$ cat src/rtl/lmsm_sequencer.sv
// lmsm_sequencer: expands one LM/SM instruction into single-register memory micro-ops.
// Ports:
//   clk, rst_n          clock, asynchronous active-low reset
//   start, is_store     decode presents LM (0) / SM (1); sampled in IDLE
//   base_addr, reg_mask start address and register bitmask; sampled with start
//   flush               squash: return to IDLE on the next edge, no done
//   uop_ready           downstream accepts the current micro-op
//   busy, stall_fetch   sequence in progress / hold PC and IF/ID
//   uop_valid, uop_is_store, uop_reg, uop_addr, uop_last  current micro-op
//   done                one-cycle pulse when the sequence completes
module lmsm_sequencer #(
  parameter int NUM_REGS    = 8,
  parameter int REG_AW      = 3,
  parameter int ADDR_W      = 16,
  parameter int ADDR_STRIDE = 1
) (
  input  logic              clk,
  input  logic              rst_n,
  input  logic              start,
  input  logic              is_store,
  input  logic [ADDR_W-1:0] base_addr,
  input  logic [NUM_REGS-1:0] reg_mask,
  input  logic              flush,
  input  logic              uop_ready,
  output logic              busy,
  output logic              stall_fetch,
  output logic              uop_valid,
  output logic              uop_is_store,
  output logic [REG_AW-1:0] uop_reg,
  output logic [ADDR_W-1:0] uop_addr,
  output logic              uop_last,
  output logic              done
);
  typedef enum logic [1:0] {IDLE, RUN, DONE} state_t;
  state_t state;
  // Registers still to issue, excluding the one currently presented.
  logic [NUM_REGS-1:0] rem;
  logic [NUM_REGS-1:0] start_rem;
  logic [NUM_REGS-1:0] next_rem;
  function automatic logic [REG_AW-1:0] lowest(input logic [NUM_REGS-1:0] m);
    lowest = '0;
    for (int i = NUM_REGS - 1; i >= 0; i--) if (m[i]) lowest = REG_AW'(i);
  endfunction
  function automatic logic [NUM_REGS-1:0] drop_lowest(input logic [NUM_REGS-1:0] m);
    return m & (m - NUM_REGS'(1));
  endfunction
  assign start_rem   = drop_lowest(reg_mask);
  assign next_rem    = drop_lowest(rem);
  assign busy        = state != IDLE;
  assign stall_fetch = (start & ~flush & (state == IDLE)) | busy;
  always_ff @(posedge clk or negedge rst_n) begin
    if (!rst_n) begin
      state        <= IDLE;
      rem          <= '0;
      uop_valid    <= 1'b0;
      uop_is_store <= 1'b0;
      uop_reg      <= '0;
      uop_addr     <= '0;
      uop_last     <= 1'b0;
      done         <= 1'b0;
    end else if (flush) begin
      state     <= IDLE;
      rem       <= '0;
      uop_valid <= 1'b0;
      uop_last  <= 1'b0;
      done      <= 1'b0;
    end else begin
      case (state)
        IDLE: if (start) begin
          uop_is_store <= is_store;
          uop_addr     <= base_addr;
          uop_reg      <= lowest(reg_mask);
          rem          <= start_rem;
          uop_last     <= (|reg_mask) & (start_rem == '0);
          uop_valid    <= |reg_mask;
          done         <= ~|reg_mask;
          state        <= (|reg_mask) ? RUN : DONE;
        end
        RUN: if (uop_ready) begin
          if (uop_last) begin
            uop_valid <= 1'b0;
            uop_last  <= 1'b0;
            done      <= 1'b1;
            state     <= DONE;
          end else begin
            uop_reg  <= lowest(rem);
            rem      <= next_rem;
            uop_last <= next_rem == '0;
            uop_addr <= uop_addr + ADDR_W'(ADDR_STRIDE);
          end
        end
        DONE: begin
          done  <= 1'b0;
          state <= IDLE;
        end
        default: state <= IDLE;
      endcase
    end
  end
endmodule
$ cat config.mk
export PLATFORM = sky130hd
export DESIGN_NAME = lmsm_sequencer
export DESIGN_NICKNAME = d
export VERILOG_FILES = /design/src/rtl/lmsm_sequencer.sv
export SDC_FILE = /design/constraint.sdc
export NUM_CORES = 1
export LEC_CHECK = 0
export ABC_AREA = 1
export CAP_MARGIN = 20
export CORE_ASPECT_RATIO = 0.75
export CORE_MARGIN = 2
export CORE_UTILIZATION = 40
export CTS_CLUSTER_DIAMETER = 50
export DETAILED_ROUTE_END_ITERATION = 8
export GPL_TIMING_DRIVEN = 0
export PLACE_DENSITY = 0.74
export SLEW_MARGIN = 20
export SYNTH_ARGS = -nofsm -noshare
export SYNTH_HDL_FRONTEND = slang
export SYNTH_SLANG_ARGS = --single-unit
$ cat constraint.sdc
create_clock -name clk -period 2.4 [get_ports clk]
set_clock_uncertainty 0.15 [all_clocks]
set_input_delay 0.6 -clock clk [delete_from_list [all_inputs] [get_ports clk]]
set_output_delay 0.6 -clock clk [all_outputs]
set_load 0.05 [all_outputs]
# After elaboration in Yosys (flattened, before gate mapping)
# Cells that the tools add are included.
# Widths: inputs -> output; s select.
[totals] out_inout_bits=25 ff_bits=33 elab_cells=93
[op_classes] n_mux=50 eq_ne=9 addsub=3 bitwise=7 n_reduce_logical=16
[op_table] cell="$mux 3" n=19
[op_table] cell="$mux 16" n=3
[op_table] cell="$mux 8" n=4
[op_table] cell="$pmux 16 s2" n=1
[op_table] cell="$add 16x1->16 const B" n=1
[op_table] cell="$and 8x8->8" n=2
[op_table] cell="$logic_not 8->1" n=2
[op_table] cell="$pmux 8 s2" n=1
[op_table] cell="$sub 8x1->8 const B" n=2
[op_table] cell="$mux 1" n=12
[op_table] cell="$ne 3x3->1 const B" n=4
[op_table] cell="$reduce_and 4->1" n=3
[op_table] cell="$mux 2" n=5
[op_table] cell="$reduce_and 3->1" n=3
[op_table] cell="$reduce_or 8->1" n=1
[op_table] cell="$ne 2x2->1 const B" n=3
[op_table] cell="$pmux 3 s2" n=1
[op_table] cell="$reduce_and 5->1" n=1
[op_table] cell="$pmux 1 s2" n=2
[op_table] cell="$pmux 2 s2" n=1
[op_table] cell="$reduce_bool 2->1" n=2
[op_table] cell="$reduce_bool 4->1" n=1
[op_table] cell="$and 1x1->1" n=3
[op_table] cell="$pmux 1 s3" n=1
[op_table] cell="7 further kinds" n=7

# Longest topological paths before layout
# Gate-level depths: netlist of run 1.
[depth] depth_word=11 depth_mapped=12 mapped_depth_nobuf=11

# Worst setup path before layout of run 1
# OpenSTA, ideal clock, no wires.
[synth_path] kind="in2out" from="input port flush" to="output port stall_fetch" t_arrival_ns=1.279 n_path_buf=1 cell_stages=4 path_slack_ns=0.371 path_cell_list="inv_1 > buf_2 > nand2_1 > nand2_1"
[synth_via] elab_chain_len=4
[synth_rtl] item="start, declared" line="23" text="input logic flush,"
[synth_rtl] item="$not 1->1 (no line)"
[synth_rtl] item="$and 1x1->1 (2 in a row)" line="50" text="assign stall_fetch = (start & ~flush & (state == IDLE)) | busy;"
[synth_rtl] item="$or 1x1->1" line="50"
[synth_rtl] item="end, declared" line="26" text="output logic stall_fetch,"
# Every way passes these cells.

# Worst setup path in the final report of run 1
[layout_path] from="register uop_addr[10]" to="output port uop_addr[10]"
[layout_lines] item="start, declared" line="30" text="output logic [ADDR_W-1:0] uop_addr,"
[layout_lines] item="start signal, assigned" line="71" text="uop_addr <= base_addr;"
[layout_lines] item="start signal, assigned" line="89" text="uop_addr <= uop_addr + ADDR_W'(ADDR_STRIDE);"
# No word-level cell between the ends.

==> results.md, run 1 <==
* Status: finished clean
* Hold slack at 0.3312 ns
* Top Family by Delay on Critical Path: buffers and inverters
* Layout Nets at 440
* Worst EP required at 1.65 ns
* Peak VDD IR at 0.0007211 V
* Reg2reg path depth at 11
* Max Buffers Root-to-Sink at 2
* Total grt overflow at 0
* Pin count of the biggest net entering global routing at 31
* Fmax at 0.4240 GHz
* Cell area power density at 1423 mW/mm2
* Crit path DAT at 1.61 ns
* Critical Path Stages at 1
* Port Buf Inserts at 54
* Area of all sequential standard cells at 800.8 um2
* Unique cell type count in the Yosys netlist at 36
* Most common cell after layout, fill and taps aside: nand2_1
* Total wire length at 6677 um
* #FFs+latches synth at 32
* CTS clk-pin slew, worst paths at 0.07 ns
* Crit path largest cell delay at 0.84 ns
* RSZ-0062 raised after global routing: no
* Type of origin of the critical path: flop
* Core Area at 0.005439 mm2
* Routed len/inst at 13.85 um
* CTS tree: done
* Number of global-route vias before repair at 2328
* Area growth syn-to-layout at 32.00%
* Worst slew pin tran at 0.5363 ns
* CP Cell Sequence: clkdlybuf4s50_1
* Max FFs per register at 16
* Worst Setup End Kind: primary output
* Minimum clock period at 2.359 ns
* Commonest non-fill, non-tap cells in the layout: nand2_1 (94), nor2_1 (62), clkdlybuf4s50_1 (50), inv_1 (34), dfrtp_1 (32)
* Pre-CTS setup slack at -0.6939 ns
* Final Hold Violating Endpoints at 0
* HP Class: flop to flop
* Clock root cell: clkbuf_8
* Slew headroom at 64.25%
* Via count at 2503
* Final worst-path cycle share at 98.28%
* DR DRC count at 0
* Fillers at 507
* Post-Syn Instances at 344
* Share of post-route cells with drive strength above 1 at 10.81%
* Final worst slack at 0.04139 ns
* Buffers and inverters on the worst path at 1
* RR Startpoint: state[1]$_DFFE_PN0P_
* Antenna diode count at 0
* Synthesized area at 0.002307 mm2
* Rows at 23
* CP Max Fanout at 6
* Critical path class: flop to primary output
* Clock sink total at 32
* Final Power at 4.333 mW
* Die Wd at 91.70 um
* Post-CTS Setup Bufs at 0
* Avg Cell Area, Syn at 6.707 um2
* Die Y-Extent at 69.77 um
* Num CTS Buffers at 5
* Max-cap viol count at 0
* Hold Startpoint: uop_reg[2]$_DFFE_PN0P_
* Final setup fails at 0
* Worst-Skew Late Latency at 0.29 ns
* Area of the multi-input gates at 0.001286 mm2
* Initial Utilization at 42.42%
* Synth top area cells: dfrtp_1 (35%), nand2_1 (15%), nor2_1 (10%)
* Slew Limit Fails at 0
* Antenna viol nets, final at 0
* Die area at 0.006398 mm2
* CTS H-tree depth at 2
* Register area share after synthesis at 34.71%
* End point of the critical path: uop_addr[10]
* DRT iter0 DRCs at 239
* DR pass1 iterations at 5
* Pleak at 1.439 nW
* First-pass GRT wire length at 11160 um
* Ys Warns at 0
* Reg2Reg Setup Slack at 0.48 ns
* Yosys top cell by area: dfrtp_1
* DP HPWL at 5021 um
* Num ports at 55
* CP max stage cell: clkdlybuf4s50_1
* R2r endpoint: rem[5]$_DFFE_PN0P_
* Total GRT Usage at 21.87%
* Net Count, Synth at 377
* GP Congestion at 0.9209
* Yosys top cell area share at 34.71%
* Initial antenna violation count at 0
* Vias/cell at 5.193
* Crit. Startpoint: uop_addr[10]$_DFFE_PN0P_
-- worst min path at each step --
stage / endpoint / cells after the start / slack (ns)
2_1_floorplan: done$_DFFE_PN0P_ / 0 / 0.15
6_report: uop_reg[2]$_DFFE_PN0P_ / 2 / 0.33
4_1_cts: uop_reg[1]$_DFFE_PN0P_ / 2 / 0.33
3_5_place_dp: rem[1]$_DFFE_PN0P_ / 1 / 0.26
3_3_place_gp: uop_reg[2]$_DFFE_PN0P_ / 2 / 0.32
5_1_grt: uop_reg[1]$_DFFE_PN0P_ / 2 / 0.37
-- what timing repair did --
item                                    in CTS  in global routing
hold buffers                                 1                  0
endpoints found under the hold margin        2                  0
endpoints found under the setup margin       2                  0
gates resized for setup                     11                  0
-- area by class of cell --
class | instances | area share (%)
inverters | 39 | 4.889
clock inverters | 1 | 0.1643
repair buffers | 56 | 18.53
multi-input cells | 262 | 42.23
well taps | 75 | 3.081
flip-flops and latches | 32 | 26.29
plain buffers | 11 | 2.424
clock buffers | 6 | 2.383
-- routing by layer --
metal	share of wire, %	track usage [%]	vias to the layer above
li1	-	-	1241
met1	46	32.04	1134
met2	43	32.19	118
met3	9.3	5.326	10
met4	1.1	5.804	0
met5	0	0	-
-- per-stage QoR --
step | TNS, ns | instances | cell area [um2] | utilization (%)
floorplan | 0 | 344 | 2307 | -
global placement | -4.352 | 473 | 2942 | 54.08
detailed placement | -0.6939 | 474 | 2957 | 54.36
CTS | 0 | 482 | 3045 | 55.99
global route | 0 | 482 | 3045 | 55.99
finish | 0 | 482 | 3045 | 55.99
-- cell usage after synthesis (all sizes together) --
cell type,instances
nand2,94
nor2,64
inv,39
dfrtp,32
o21ai,30
nand3,25
a21oi,12
buf,10
nand4,7
nor3,7
o22ai,4
ha,3
o211ai,3
a31oi,2
o31ai,2
or2,2
xor2,2
a22o,1
clkbuf,1
mux2,1
o2111ai,1
o32ai,1
xnor2,1
-- kinds of logic (layout without fill, tap and decap cells) --
| logic type | Yosys count | in the layout | share of synthesized area, % |
|---|---|---|---|
| muxes | 1 | 1 | 0.4880 |
| xor gates and xnor gates | 3 | 3 | 1.139 |
| buffers and inverters | 50 | 113 | 9.544 |
| and+or+nand+nor | 199 | 199 | 36.06 |
| DFF | 32 | 32 | 34.71 |
| AOI/OAI and AO/OA | 56 | 56 | 16.43 |
| adders and majority gates | 3 | 3 | 1.627 |
-- power by group --
group / switching (mW) / leakage (nW) / internal, mW / total, mW
Clock: 0.208 / 0.0410 / 0.197 / 0.406
Combinational: 1.93 / 0.996 / 0.948 / 2.88
Sequential: 0.267 / 0.402 / 0.779 / 1.05
-- tightest hold or removal path, stage by stage (launching register included) --
cell,delay [ns]
dfrtp_1,0.35
nand2_1,0.05
nand2_1,0.05
No activity file was read; power rests on OpenSTA's default activity.
==> run 2, diff against run 1 <==
GPL_ROUTABILITY_DRIVEN = 0   (was not set)
==> run 2 against run 1 <==
Clock power up 11%. Sequential power about the same. Critical endpoint is now uop_addr[7]. Critical path type unchanged. Utilization up 0.35 points. Via count unchanged. Worst setup slack better by 0.0035 ns. Largest cell class unchanged. Cell count up 0.21%. Global-route usage down 0.061 points. Sequential cell count unchanged. Clock-buffer cell count up 2. Critical path depth unchanged. Highest routed layer unchanged.
==> results.md, run 2 (synthesis gave the netlist of run 1 again) <==
* Crit. Startpoint: uop_addr[7]$_DFFE_PN0P_
* Commonest non-fill, non-tap cells in the layout: nand2_1 (94), nor2_1 (62), clkdlybuf4s50_1 (51), inv_1 (34), dfrtp_1 (32)
* Area of the multi-input gates at 0.001286 mm2 (unchanged)
* Share of post-route cells with drive strength above 1 at 10.78% (-0.026 points)
* Num ports at 55 (unchanged)
* Post-CTS Setup Bufs at 0 (unchanged)
* Max Buffers Root-to-Sink at 2 (unchanged)
* Slew headroom at 61.22% (-3.0 points)
* Int Power at 1.963 mW (+2.0%)
* Final Cell Area at 0.003064 mm2 (+0.62%)
* Die area at 0.006398 mm2 (unchanged)
* Clock sink total at 32 (unchanged)
* CTS H-tree depth at 2 (unchanged)
* Fmax at 0.4246 GHz (+0.15%)
* Die Wd at 91.70 um (unchanged)
* Placed Cells at 474 (unchanged)
* Top Family by Delay on Critical Path: buffers and inverters
* CTS clk-pin slew, worst paths at 0.07 ns (about the same)
* Setup_tns at 0 ns (unchanged)
* RR Startpoint: state[0]$_DFFE_PN0P_
* Clock share of power at 10.3% (+0.9 points)
* Minimum clock period at 2.355 ns (-0.003475 ns)
* Rows at 23 (unchanged)
* Seq pwr share at 23.9% (-0.3 points)
* Worst slew pin tran at 0.5817 ns (+0.04541 ns)
* Reg2reg path depth at 7 (-4)
* Final setup fails at 0 (unchanged)
* DR DRC count at 0 (unchanged)
* Area of all sequential standard cells at 800.8 um2 (unchanged)
* Pin count of the biggest net entering global routing at 32 (+3.2%)
* CP Max Fanout at 5 (-1)
* Total grt overflow at 0 (unchanged)
* Buffers and inverters on the worst path at 1 (unchanged)
* Final Hold Violating Endpoints at 0 (unchanged)
* End point of the critical path: uop_addr[7]
* Critical Path Stages at 1 (unchanged)
* Core Area at 0.005439 mm2 (unchanged)
* HP Class: flop to flop
* Type of origin of the critical path: flop
* Worst-Skew Late Latency at 0.30 ns (about the same)
* DR pass1 iterations at 5 (unchanged)
* Final worst-path cycle share at 98.13% (-0.14 points)
* CTS tree: done
* Non-Filler Instances at 483 (+0.21%)
* Total wire length at 6700 um (+0.34%)
* Routed len/inst at 13.87 um (+0.14%)
* Worst Setup End Kind: primary output
* Vias/cell at 5.182 (-0.21%)
* Clock root cell: clkbuf_8
* CP Cell Sequence: clkdlybuf4s50_1
* Cell area power density at 1429 mW/mm2 (+0.40%)
* Combinational share of power at 65.8% (-0.7 points)
* Crit path largest cell delay at 0.84 ns (about the same)
* DP HPWL at 5063 um (+0.85%)
* Via count at 2503 (unchanged)
* Total GRT Usage at 21.81% (-0.061 points)
* Dpl cell area at 0.002957 mm2 (unchanged)
* Max-cap viol count at 0 (unchanged)
* Area growth syn-to-layout at 32.81%
* Most common cell after layout, fill and taps aside: nand2_1
* P_sw at 2.414 mW (+0.22%)
* Slew Limit Fails at 0 (unchanged)
* CP max stage cell: clkdlybuf4s50_1
* Port Buf Inserts at 54 (unchanged)
* Layout Nets at 440 (unchanged)
* Crit path DAT at 1.61 ns (about the same)
* Antenna viol nets, final at 0 (unchanged)
* R2r endpoint: rem[7]$_DFFE_PN0P_
* RSZ-0062 raised after global routing: no
* Status: finished clean
* Reg2Reg Setup Slack at 0.51 ns (+0.03 ns)
* Die Y-Extent at 69.77 um (unchanged)
* Sw frac at 55.15% (-0.44 points)
* Initial antenna violation count at 0 (unchanged)
* Pleak at 1.442 nW (+0.16%)
* Max FFs per register at 16 (unchanged)
* Critical path class: flop to primary output
* Num CTS Buffers at 5 (unchanged)
* Initial Utilization at 42.42% (unchanged)
* Antenna diode count at 0 (unchanged)
* Peak VDD IR at 0.0006312 V (-12%)
* Fillers at 519 (+2.4%)
* Number of global-route vias before repair at 2354 (+1.1%)
* Worst EP required at 1.65 ns (about the same)
* DRT iter0 DRCs at 227 (-5.0%)
* First-pass GRT wire length at 11070 um (-0.87%)
## run 2: metal layers
| metal | part of all wire (%) | wire length [um] | up-vias | GRT usage, % |
|---|---|---|---|---|
| met3 | 8.4 | 564 | 13 | 4.565 |
| met1 | 47 | 3123 | 1135 | 30.41 |
| met4 | 2.3 | 151 | 0 | 7.794 |
| met2 | 43 | 2860 | 106 | 33.50 |
| li1 | - | - | 1249 | - |
| met5 | 0 | 0 | - | 0 |
## run 2: area by class of cell
| class | instances | share of cell area, % |
|---|---|---|
| plain buffers | 11 | 2.532 |
| clock buffers | 8 | 2.940 |
| inverters | 39 | 4.859 |
| multi-input cells | 262 | 41.98 |
| flip-flops and latches | 32 | 26.13 |
| well taps | 75 | 3.062 |
| repair buffers | 56 | 18.50 |
## run 2: power groups by stage
| stage | clock, mW | combinational, mW | sequential (mW) |
|---|---|---|---|
| after CTS | 0.449 | 2.86 | 1.04 |
| after detailed placement | 0 | 2.86 | 1.05 |
| final | 0.452 | 2.88 | 1.05 |
| after global routing | 0.474 | 3.12 | 1.08 |
| after floorplan | 0 | 1.41 | 1.61 |
| after global placement | 0 | 2.82 | 1.04 |
## run 2: worst min-delay path by stage
stage	slack, ns	to	cells after the start	from
3_5_place_dp	0.25	rem[1]$_DFFE_PN0P_	1	rst_n
6_report	0.34	uop_reg[0]$_DFFE_PN0P_	2	uop_reg[0]$_DFFE_PN0P_
5_1_grt	0.39	uop_reg[0]$_DFFE_PN0P_	2	uop_reg[0]$_DFFE_PN0P_
3_3_place_gp	0.32	uop_reg[0]$_DFFE_PN0P_	2	uop_reg[0]$_DFFE_PN0P_
4_1_cts	0.35	uop_reg[0]$_DFFE_PN0P_	2	uop_reg[0]$_DFFE_PN0P_
2_1_floorplan	0.15	done$_DFFE_PN0P_	0	rst_n
## run 2: per-stage QoR
stage,worst slack (ns),hold WS [ns],utilization (%),power [mW]
2_1_floorplan,0.3712,0.1544,-,3.026
3_3_place_gp,-0.6837,0.3204,54.08,3.858
3_5_place_dp,-0.6798,0.2502,54.36,3.902
4_1_cts,0.0003983,0.3478,56.25,4.349
5_1_grt,0.01090,0.3862,56.34,4.673
6_report,0.04487,0.3427,56.34,4.377
## run 2: timing repair
action | CTS | global route
hold buffers | 1 | 0
resized for setup | 9 | 3
endpoints found under the hold margin | 1 | 0
setup endpoints to repair | 2 | 2
==> run 3, diff against run 2 <==
CTS_BUF_LIST = sky130_fd_sc_hd__clkbuf_8 sky130_fd_sc_hd__clkbuf_16   (was not set)
SLEW_MARGIN = 25   (was 20)
clock period = 2.6 ns   (was 2.4 ns; I/O delays follow)
==> run 3 against run 2 <==
Via count is 0.84% lower. Combinational power is 8.0% lower. Largest cell class unchanged. Largest power group unchanged. Critical endpoint is now stall_fetch. Utilization shrank 0.30 points. Clock-buffer cell count is 2 lower. Non-clock buffer count down 1. Design area down 0.53%.
==> results.md, run 3 (synthesis gave the netlist of run 1 again) <==
* Area of all sequential standard cells at 800.8 um2 (unchanged)
* Final worst-path cycle share at 98.10%
* HP Class: primary input to asynchronous set/reset pin
* Via count at 2482 (-0.84%)
* Int Power at 1.799 mW (-8.4%)
* First-pass GRT wire length at 10990 um (-0.69%)
* Layout Nets at 439 (-0.23%)
* Final Cell Area at 0.003048 mm2 (-0.53%)
* Dpl cell area at 0.002957 mm2 (unchanged)
* Die area at 0.006398 mm2 (unchanged)
* Total GRT Usage at 21.81% (about the same)
* Cell area power density at 1321 mW/mm2 (-7.6%)
* Port Buf Inserts at 54 (unchanged)
* Minimum clock period at 2.550 ns
* Slew Limit Fails at 0 (unchanged)
* Peak VDD IR at 0.0006018 V (-4.7%)
* Seq pwr share at 24.0% (about the same)
* Clock sink total at 32 (unchanged)
* Slew headroom at 63.19% (+2.0 points)
* CTS H-tree depth at 2 (unchanged)
* Vias/cell at 5.149 (-0.63%)
* Die Wd at 91.70 um (unchanged)
* RSZ-0062 raised after global routing: no
* Clock share of power at 10.3% (about the same)
* Type of origin of the critical path: primary input
* Core Area at 0.005439 mm2 (unchanged)
* Fmax at 0.3921 GHz
* Total grt overflow at 0 (unchanged)
* Antenna viol nets, final at 0 (unchanged)
* P_sw at 2.226 mW (-7.8%)
* DR pass1 iterations at 5 (unchanged)
* CTS tree: done
* Layout Utilization at 56.04% (-0.30 points)
* Combinational share of power at 65.8% (about the same)
* Share of post-route cells with drive strength above 1 at 11.06% (+0.27 points)
* Rows at 23 (unchanged)
* Area of the multi-input gates at 0.001286 mm2 (unchanged)
* Max FFs per register at 16 (unchanged)
* Most common cell after layout, fill and taps aside: nand2_1
* Commonest non-fill, non-tap cells in the layout: nand2_1 (94), nor2_1 (62), clkdlybuf4s50_1 (51), inv_1 (35), dfrtp_1 (32)
* Worst EP required at 1.80 ns (+0.15 ns)
* Max-cap viol count at 0 (unchanged)
* Final Hold Violating Endpoints at 0 (unchanged)
* Worst-Skew Late Latency at 0.30 ns (about the same)
* Number of global-route vias before repair at 2299 (-2.3%)
* Clock root cell: clkbuf_8
* Sw frac at 55.30% (+0.15 points)
* DR DRC count at 0 (unchanged)
* Die Y-Extent at 69.77 um (unchanged)
* Antenna diode count at 0 (unchanged)
* Placed Cells at 474 (unchanged)
* Routed len/inst at 13.89 um (+0.13%)
* Crit path DAT at 1.75 ns (+0.14 ns)
* Pleak at 1.444 nW (+0.13%)
* CP Max Fanout at 10 (+5)
* Initial Utilization at 42.42% (unchanged)
* Fillers at 510 (-1.7%)
* Status: finished clean
* Total wire length at 6695 um (about the same)
* Non-Filler Instances at 482 (-0.21%)
* Critical path class: primary input to primary output
* Initial antenna violation count at 0 (unchanged)
* CTS clk-pin slew, worst paths at 0.07 ns (about the same)
* Num CTS Buffers at 5 (unchanged)
* DP HPWL at 5086 um (+0.45%)
* Max Buffers Root-to-Sink at 2 (unchanged)
* Area growth syn-to-layout at 32.10%
* Worst Setup End Kind: primary output
* Pin count of the biggest net entering global routing at 29 (-9.4%)
* Worst slew pin tran at 0.5521 ns (-0.02956 ns)
* Num ports at 55 (unchanged)
* DRT iter0 DRCs at 244 (+7.5%)
* Final setup fails at 0 (unchanged)
* # hold bufs at CTS at 0 (-1)
* Final Power at 4.025 mW (-8.1%)
## run 3: metrics by stage
step                      setup WS, ns  hold slack [ns]  TNS (ns)
after floorplan                 0.4712           0.2044         0
after global placement         -0.5837           0.3204   -0.5837
after detailed placement       -0.5817           0.3285   -0.5817
after CTS                      0.02224         0.004870         0
after global routing          0.005126         0.005626         0
final                          0.04952          0.01224         0
## run 3: per-layer routing
layer	global-route usage, %	share of wire [%]	wire, um
met3	5.543	7.0	467
met5	0	0	0
met4	6.468	1.2	78
met1	31.24	48	3244
met2	32.43	43	2904
## run 3: path summary, 6_finish.rpt
| check | cells past startpoint | slack (ns) | start | endpoint |
|---|---|---|---|---|
| max | 6 | 0.05 | flush | stall_fetch |
| min | 1 | 0.01 | rst_n | uop_reg[0]$_DFFE_PN0P_ |
| min reg2reg | 2 | 0.34 | uop_reg[2]$_DFFE_PN0P_ | uop_reg[2]$_DFFE_PN0P_ |
| max in group asynchronous | 2 | 1.91 | rst_n | done$_DFFE_PN0P_ |
| min in group clk | 2 | 0.34 | uop_reg[2]$_DFFE_PN0P_ | uop_reg[2]$_DFFE_PN0P_ |
| max reg2reg | 11 | 0.70 | state[1]$_DFFE_PN0P_ | rem[5]$_DFFE_PN0P_ |
## run 3: what timing repair did
item                                    4_1_cts  5_1_grt
buffers inserted                              0        0
endpoints found under the setup margin        2        1
gates resized for setup                       7        1
## run 3: area by class of cell
type | count | share of cell area, %
clock inverter | 2 | 0.3284
inverter | 39 | 4.885
sequential | 32 | 26.27
multi-input combinational | 262 | 42.20
buffer | 11 | 2.422
tap | 75 | 3.079
clock buffer | 6 | 2.709
timing repair buffer | 55 | 18.10
## run 3: critical path, cell delays in order
cell and delay, ns:
clkdlybuf4s50_1 0.43, inv_1 0.12, clkbuf_4 0.21, nand2_1 0.08, nand2_1 0.06, buf_4 0.19
## run 3: power groups by stage
stage | registers (mW) | clock network, mW | logic (mW)
after CTS | 0.959 | 0.422 | 2.63
after floorplan | 1.49 | 0 | 1.30
after global routing | 0.999 | 0.446 | 2.86
after global placement | 0.961 | 0 | 2.60
final | 0.965 | 0.413 | 2.65
after detailed placement | 0.967 | 0 | 2.63
